$ cat src/rtl/sdram_port_arbiter.sv
`default_nettype none
// ------------------------------------------------------------------------------------------
// sdram_port_arbiter : burst arbiter sharing one SDRAM controller between cam0/cam1 writers
// and one frame readout. Rev 1.0
// ------------------------------------------------------------------------------------------
module sdram_port_arbiter #(
  parameter logic [9:0]  BURST_LEN   = 10'd512,
  parameter logic [23:0] FRAME_WORDS = 24'h4B0000,
  parameter logic [23:0] CAM1_BASE   = 24'h4B0000
) (
  input  logic        clk,
  input  logic        rst_n,
  input  logic        init_done,
  input  logic        wr0_req,
  input  logic        wr1_req,
  input  logic        rd_req,
  input  logic        rd_urgent,
  input  logic        cmd_ready,
  input  logic        burst_done,
  output logic        cmd_valid,
  output logic        cmd_write,
  output logic [23:0] cmd_addr,
  output logic [9:0]  cmd_len,
  output logic [2:0]  grant,
  output logic        frame_done0,
  output logic        frame_done1,
  output logic        rd_frame_done
);

  localparam logic [1:0]  S_IDLE    = 2'd0;
  localparam logic [1:0]  S_ARB     = 2'd1;
  localparam logic [1:0]  S_ISSUE   = 2'd2;
  localparam logic [1:0]  S_BUSY    = 2'd3;
  localparam logic [23:0] C_STEP    = {14'd0, BURST_LEN};
  localparam logic [23:0] C_WR0_END = FRAME_WORDS;
  localparam logic [23:0] C_WR1_END = CAM1_BASE + FRAME_WORDS;
  localparam logic [23:0] C_RD_END  = CAM1_BASE + FRAME_WORDS;

  logic [1:0]  state_q, state_d;
  logic [2:0]  grant_q, grant_d;
  logic [2:0]  last_q, last_d;
  logic        cmd_valid_q, cmd_valid_d;
  logic        cmd_write_q, cmd_write_d;
  logic [23:0] cmd_addr_q, cmd_addr_d;
  logic [23:0] wr0_addr_q, wr0_addr_d;
  logic [23:0] wr1_addr_q, wr1_addr_d;
  logic [23:0] rd_addr_q, rd_addr_d;
  logic        fd0_q, fd0_d, fd1_q, fd1_d, fdr_q, fdr_d;

  logic [2:0]  w_win;
  logic [23:0] w_wr0_next, w_wr1_next, w_rd_next;

  assign w_wr0_next = wr0_addr_q + C_STEP;
  assign w_wr1_next = wr1_addr_q + C_STEP;
  assign w_rd_next  = rd_addr_q + C_STEP;

  // Round-robin scan starts just after the last granted requester (last_q, one-hot).
  always_comb begin
    w_win = 3'b000;
    if (rd_urgent && rd_req) begin
      w_win = 3'b100;
    end else begin
      case (last_q)
        3'b001: begin
          if (wr1_req)      w_win = 3'b010;
          else if (rd_req)  w_win = 3'b100;
          else if (wr0_req) w_win = 3'b001;
        end
        3'b010: begin
          if (rd_req)       w_win = 3'b100;
          else if (wr0_req) w_win = 3'b001;
          else if (wr1_req) w_win = 3'b010;
        end
        default: begin
          if (wr0_req)      w_win = 3'b001;
          else if (wr1_req) w_win = 3'b010;
          else if (rd_req)  w_win = 3'b100;
        end
      endcase
    end
  end

  always_comb begin
    state_d     = state_q;
    grant_d     = grant_q;
    last_d      = last_q;
    cmd_valid_d = cmd_valid_q;
    cmd_write_d = cmd_write_q;
    cmd_addr_d  = cmd_addr_q;
    wr0_addr_d  = wr0_addr_q;
    wr1_addr_d  = wr1_addr_q;
    rd_addr_d   = rd_addr_q;
    fd0_d       = 1'b0;
    fd1_d       = 1'b0;
    fdr_d       = 1'b0;
    case (state_q)
      S_IDLE: begin
        if (init_done && (wr0_req || wr1_req || rd_req)) state_d = S_ARB;
      end
      S_ARB: begin
        if (init_done && (w_win != 3'b000)) begin
          grant_d     = w_win;
          last_d      = w_win;
          cmd_valid_d = 1'b1;
          cmd_write_d = ~w_win[2];
          cmd_addr_d  = w_win[0] ? wr0_addr_q : (w_win[1] ? wr1_addr_q : rd_addr_q);
          state_d     = S_ISSUE;
        end else begin
          state_d = S_IDLE;
        end
      end
      S_ISSUE: begin
        if (cmd_ready) begin
          cmd_valid_d = 1'b0;
          state_d     = S_BUSY;
        end
      end
      S_BUSY: begin
        if (burst_done) begin
          grant_d = 3'b000;
          state_d = S_IDLE;
          if (grant_q[0]) begin
            fd0_d      = (w_wr0_next == C_WR0_END);
            wr0_addr_d = fd0_d ? 24'd0 : w_wr0_next;
          end
          if (grant_q[1]) begin
            fd1_d      = (w_wr1_next == C_WR1_END);
            wr1_addr_d = fd1_d ? CAM1_BASE : w_wr1_next;
          end
          if (grant_q[2]) begin
            fdr_d     = (w_rd_next == C_RD_END);
            rd_addr_d = fdr_d ? 24'd0 : w_rd_next;
          end
        end
      end
      default: state_d = S_IDLE;
    endcase
  end

  always_ff @(posedge clk or negedge rst_n) begin
    if (!rst_n) begin
      state_q     <= S_IDLE;
      grant_q     <= 3'b000;
      last_q      <= 3'b100;
      cmd_valid_q <= 1'b0;
      cmd_write_q <= 1'b0;
      cmd_addr_q  <= 24'd0;
      wr0_addr_q  <= 24'd0;
      wr1_addr_q  <= CAM1_BASE;
      rd_addr_q   <= 24'd0;
      fd0_q       <= 1'b0;
      fd1_q       <= 1'b0;
      fdr_q       <= 1'b0;
    end else begin
      state_q     <= state_d;
      grant_q     <= grant_d;
      last_q      <= last_d;
      cmd_valid_q <= cmd_valid_d;
      cmd_write_q <= cmd_write_d;
      cmd_addr_q  <= cmd_addr_d;
      wr0_addr_q  <= wr0_addr_d;
      wr1_addr_q  <= wr1_addr_d;
      rd_addr_q   <= rd_addr_d;
      fd0_q       <= fd0_d;
      fd1_q       <= fd1_d;
      fdr_q       <= fdr_d;
    end
  end

  assign cmd_valid     = cmd_valid_q;
  assign cmd_write     = cmd_write_q;
  assign cmd_addr      = cmd_addr_q;
  assign cmd_len       = BURST_LEN;
  assign grant         = grant_q;
  assign frame_done0   = fd0_q;
  assign frame_done1   = fd1_q;
  assign rd_frame_done = fdr_q;

endmodule
`default_nettype wire

$ cat config.mk
export PLATFORM = sky130hd
export DESIGN_NAME = sdram_port_arbiter
export DESIGN_NICKNAME = d
export VERILOG_FILES = /design/src/rtl/sdram_port_arbiter.sv
export SDC_FILE = /design/constraint.sdc
export NUM_CORES = 1
export LEC_CHECK = 0
export ABC_CLOCK_PERIOD_IN_PS = 3700
export CAP_MARGIN = 25
export CORE_ASPECT_RATIO = 2
export CORE_MARGIN = 2
export CORE_UTILIZATION = 55
export CTS_CLUSTER_DIAMETER = 50
export CTS_CLUSTER_SIZE = 12
export DETAILED_ROUTE_END_ITERATION = 16
export PLACE_DENSITY = 0.89
export REMOVE_ABC_BUFFERS = 1
export SLEW_MARGIN = 20
export SYNTH_ARGS = -nofsm -noshare
export SYNTH_HDL_FRONTEND = slang
export SYNTH_SLANG_ARGS = --single-unit
$ cat constraint.sdc
create_clock -name clk -period 3.7 [get_ports clk]
set_input_delay 0.74 -clock clk [delete_from_list [all_inputs] [get_ports clk]]
set_output_delay 0.74 -clock clk [all_outputs]
set_load 0.05 [all_outputs]
Yosys cells after proc, flatten, opt, wreduce, memory -nomap -nowiden
Cells that the tools add are included.
{"block": "word_totals", "regBits": 109, "in_bits": 9, "out_inout_bits": 42, "wordCells": 80}
{"block": "op_classes", "add_sub_neg": 3, "eq_ne": 12, "muxes": 36, "n_bitwise": 1, "reduce_logical": 16}
{"op": "2-to-1 mux 24 bit", "count": 5}
{"op": "adder 24 x 10 -> 24 bit (second input constant)", "count": 3}
{"op": "equality test 24 bit (second input constant)", "count": 2}
{"op": "2-to-1 mux 3 bit", "count": 9}
{"op": "equality test 24 x 23 -> 1 bit (second input constant)", "count": 1}
{"op": "AND reduction 3 bit", "count": 6}
{"op": "2-to-1 mux 1 bit", "count": 12}
{"op": "2-to-1 mux 2 bit", "count": 6}
{"op": "case mux 3 bit (2 select lines)", "count": 2}
{"op": "inequality test 2 bit (second input constant)", "count": 4}
{"op": "case mux 2 bit (4 select lines)", "count": 1}
{"op": "equality test 2 bit (second input constant)", "count": 2}
{"op": "nonzero test 2 bit", "count": 2}
{"op": "equality test 3 x 1 -> 1 bit (second input constant)", "count": 1}
{"op": "equality test 3 x 2 -> 1 bit (second input constant)", "count": 1}
{"op": "logical AND 1 bit", "count": 3}
{"op": "nonzero test 3 bit", "count": 1}
{"op": "equality test 2 x 1 -> 1 bit (second input constant)", "count": 1}
{"op": "logical NOT 2 bit", "count": 1}
{"op": "logical OR 1 bit", "count": 2}
{"op": "case mux 1 bit (2 select lines)", "count": 1}
{"op": "AND reduction 2 bit", "count": 1}
{"op": "NOT 1 bit", "count": 1}

Logic depth before layout (Yosys ltp)
{"block": "logic_depth", "word_depth": 9, "ltp_mapped": 9, "mapped_depth_nobuf": 7}

Worst setup path after synthesis
OpenSTA, ideal clock, no wires.
{"block": "synth_timing", "path_type": "register -> register", "start": "register wr0_addr_q[9]", "end": "register wr0_addr_q[17]", "arrival_ps": 2049, "required_time_ps": 3579, "setup_slack_ps": 1530, "path_stages_with_launch": 8, "n_path_buf": 0, "synth_period_minus_slack_ps": 2170, "path_cell_list": "dfrtp_1 -> ha_1 -> or4b_2 -> a211oi_1 -> o2111ai_1 -> nand4b_4 -> a21oi_1 -> o21ai_1"}
{"block": "synth_between", "elab_chain_len": 3}
{"element": "start, declared", "line": "45", "text": "logic [23:0] wr0_addr_q, wr0_addr_d;"}
{"element": "start signal, assigned", "line": "161", "text": "wr0_addr_q <= wr0_addr_d;"}
{"element": "adder 24 x 10 -> 24 bit *", "line": "53", "text": "assign w_wr0_next = wr0_addr_q + C_STEP;"}
{"element": "equality test 24 x 23 -> 1 bit", "line": "123", "text": "fd0_d = (w_wr0_next == C_WR0_END);"}
{"element": "2-to-1 mux 24 bit *", "line": "124", "text": "wr0_addr_d = fd0_d ? 24'd0 : w_wr0_next;"}
Mark *: on every way between the ends. The rest lies on a longest branch, timed or not.
A chain may end at the register's enable or synchronous reset.

Final worst setup path
{"block": "layout_timing", "start": "register wr0_addr_q[9]", "end": "register wr0_addr_q[19]"}
The elaborated chain is that of the path after synthesis.

==> results.toml <==
[die]
design.die.area_um2 = 9020
die_h_um = 132
io-pin-count = 51
fp.dieW_um = 68.2
std_cell_rows = 46
placeableCoreArea_um2 = 7940
floorplan.initialDensity_pct = 57.0

[timing]
final.setup.tns_ns = 0
timing.hold.ws_ns = 0.373
final-setup-viol-count = 0
drv_slew = 0
period_needed_ns = 2.50
post-route-period-util_pct = 67.5
finalClockSkew_ns = 0.00777
grt_setup_unrepaired = "no"
timing_hold_violations_final = 0
worst_slew_margin_rel_pct = 65.7
post-route-worst-setup-slack_ns = 1.20
worst_pin_slew_ns = 0.512
timing.fmax_mhz = 401

[final_layout]
num-nets-final = 525
layout-drive-gt1-share_pct = 7.92
mostFrequentLayoutCells = "nand2_1, dfrtp_1, nor2_1"
syn2layout_area_growth_pct = 11.1
finish.utilization_pct = 63.4
diodes = 0
layout_commonest_cell = "nand2_1"

[critical_path]
regToRegSetupSlack_ns = 1.20
crit_path_max_fanout = 7
timing_worst_setup_path_type = "reg2reg"
required_ns = 3.92
critical_path.endpoint_type = "flip-flop"
worstSetupStartpointType = "flip-flop"
worst_ep_arrival_time_ns = 2.72

[detailed_routing]
ant_nets = 0
drtPass1Iterations = 7
avgViaCountPerCell = 6.43
drt_first_iter_violations = 413
dr_total_vias = 3947
routed_wirelength_um = 11300
drt-wirelength-per-cell_um = 18.4
drc_errors = 0

[cts]
holdBufCountCts = 0
cts.repair.resized = 0
skew_pair_late_insertion_delay_ns = 0.34
clock_tree.htree_level_count = 3
postCtsSetupBuffers = 0
tritoncts = "yes"
cts_made_buffers = 9
clock_sink_count = 73
clk_path_buf_depth = 2
cts.root.buffer_cell = "clkbuf_16"
clk_pin_slew_worst_paths_ns = 0.06

[global_route]
globalRouteTotalUtil_pct = 26.7
grt_start_max_net_pins = 37
wire_length_of_the_first_global_routing_pass_um = 18300
number_of_antenna_violations_at_the_first_check_in_global_routing = 0
globalRouteOverflowTotal = 0
via_count_of_the_first_global_routing_pass = 3844

[logic_synthesis]
synth_edf_count = 0
post_synth_num_cell_types = 66
synthArstFlopShare_pct = 100
syn-instance-count = 503
netlist.area_leader.share_pct = 37.6
synthesis.area_per_instance_um2 = 9.00
synth_top_area_cell = "dfrtp_1"
ys_seq_area_share_pct = 40.5
netlist_top_cells_area = "dfrtp_1, nand2_1, xnor2_1"
cell_area_synth_um2 = 4530
synth_ff_type = "dfrtp_1"
synth-seq-cells = 73
synth.yosys.warnings = 0

[worst_hold_path]
hold_path.class = "in2async"

[pwr]
leakage_nw = 2.23
vdd.ir_drop.worst_mv = 0.286
totalPowerFinal_mw = 3.00
power_per_cell_area_nw_per_um2 = 596

[placement]
io_buffer_count = 31
dp_slack_ns = 0.919
gp_routability_congestion = 1.04
hpwl_reported_at_the_end_of_detailed_placement_um = 8070

[flow_run]
maxCapViolCount = 0

[status]
outcome = "finished, final reports clean"
[metal layers]
layer  vias up  wire length, um  share of wire, %  global-route usage (%)
met2       199             6030                54                    46.4
met4         0              646               5.7                    16.4
met3        56              608               5.4                    4.78
met1      1920             3980                35                    28.3
met5         -                0                 0                       0
li1       1772                -                 -                       -
[logic make-up (layout without fill, tap and decap cells)]
kind of cell,after synthesis,in the layout,synth area share [%]
muxes,1,1,0.221
other,2,19,0.166
adders and majority gates,3,3,0.829
DFF,73,73,40.5
and+or+nand+nor,220,220,25.9
AOI/OAI and AO/OA,96,96,16.0
xor gates and xnor gates,45,45,8.70
buffers and inverters,63,61,7.73
[flip-flops by register name, summed over array words and instances, names as in the netlist, 2 cells and up]
register,flops
rd_addr_q,15
last_q,3
wr1_addr_q,15
grant,3
wr0_addr_q,15
state_q,2
cmd_addr,15
[cells in the mapped netlist, types with 11 or more instances]
| master | number |
|---|---|
| a21o_1 | 18 |
| buf_2 | 13 |
| nand3_1 | 23 |
| xnor2_1 | 31 |
| o21ai_0 | 14 |
| xor2_1 | 14 |
| a21oi_1 | 12 |
| buf_4 | 22 |
| clkbuf_1 | 19 |
| and3_1 | 12 |
| a311oi_1 | 14 |
| dfrtp_1 | 68 |
| nor3_1 | 11 |
| nand2_1 | 80 |
| nor2_1 | 32 |
| nand4_1 | 12 |
[power by group]
part	internal (mW)	switching, mW
Sequential	0.945	0.186
Clock	0.522	0.323
Combinational	0.359	0.663
[stage by stage]
step	cell area (um^2)	cells
final	5030	614
after global routing	5030	614
after detailed placement	4750	598
after floorplan	4270	463
after global placement	4750	598
after CTS	5030	614
[final cells by class]
cell class	count	area [um^2]
multi-input cells	384	2410
well taps	96	120
repair buffers	39	365
clock buffers	13	240
fillers	622	2910
inverters	6	22.5
clock inverters	3	42.5
flip-flops and latches	73	1830
[worst max-delay path, cell delays in order (launching register included)]
cell and delay, ns:
dfrtp_1 0.48, ha_1 0.34, or4b_2 0.63, a211oi_1 0.27
o2111ai_1 0.17, nand4b_4 0.23, a21oi_1 0.18, o21ai_1 0.08
[final timing paths]
path / cells after the start / startpoint / end
worst max register to register: 7 / wr0_addr_q[9] / wr0_addr_q[19]
max in group asynchronous: 2 / rst_n / wr1_addr_q[22]
min in group clk: 1 / cmd_addr[14] / cmd_addr[14]
worst max-delay path: 7 / wr0_addr_q[9] / wr0_addr_q[19]
worst min register to register: 1 / cmd_addr[14] / cmd_addr[14]
worst min-delay path: 1 / rst_n / frame_done0
Note: power is estimated with default switching activity, not from simulation.
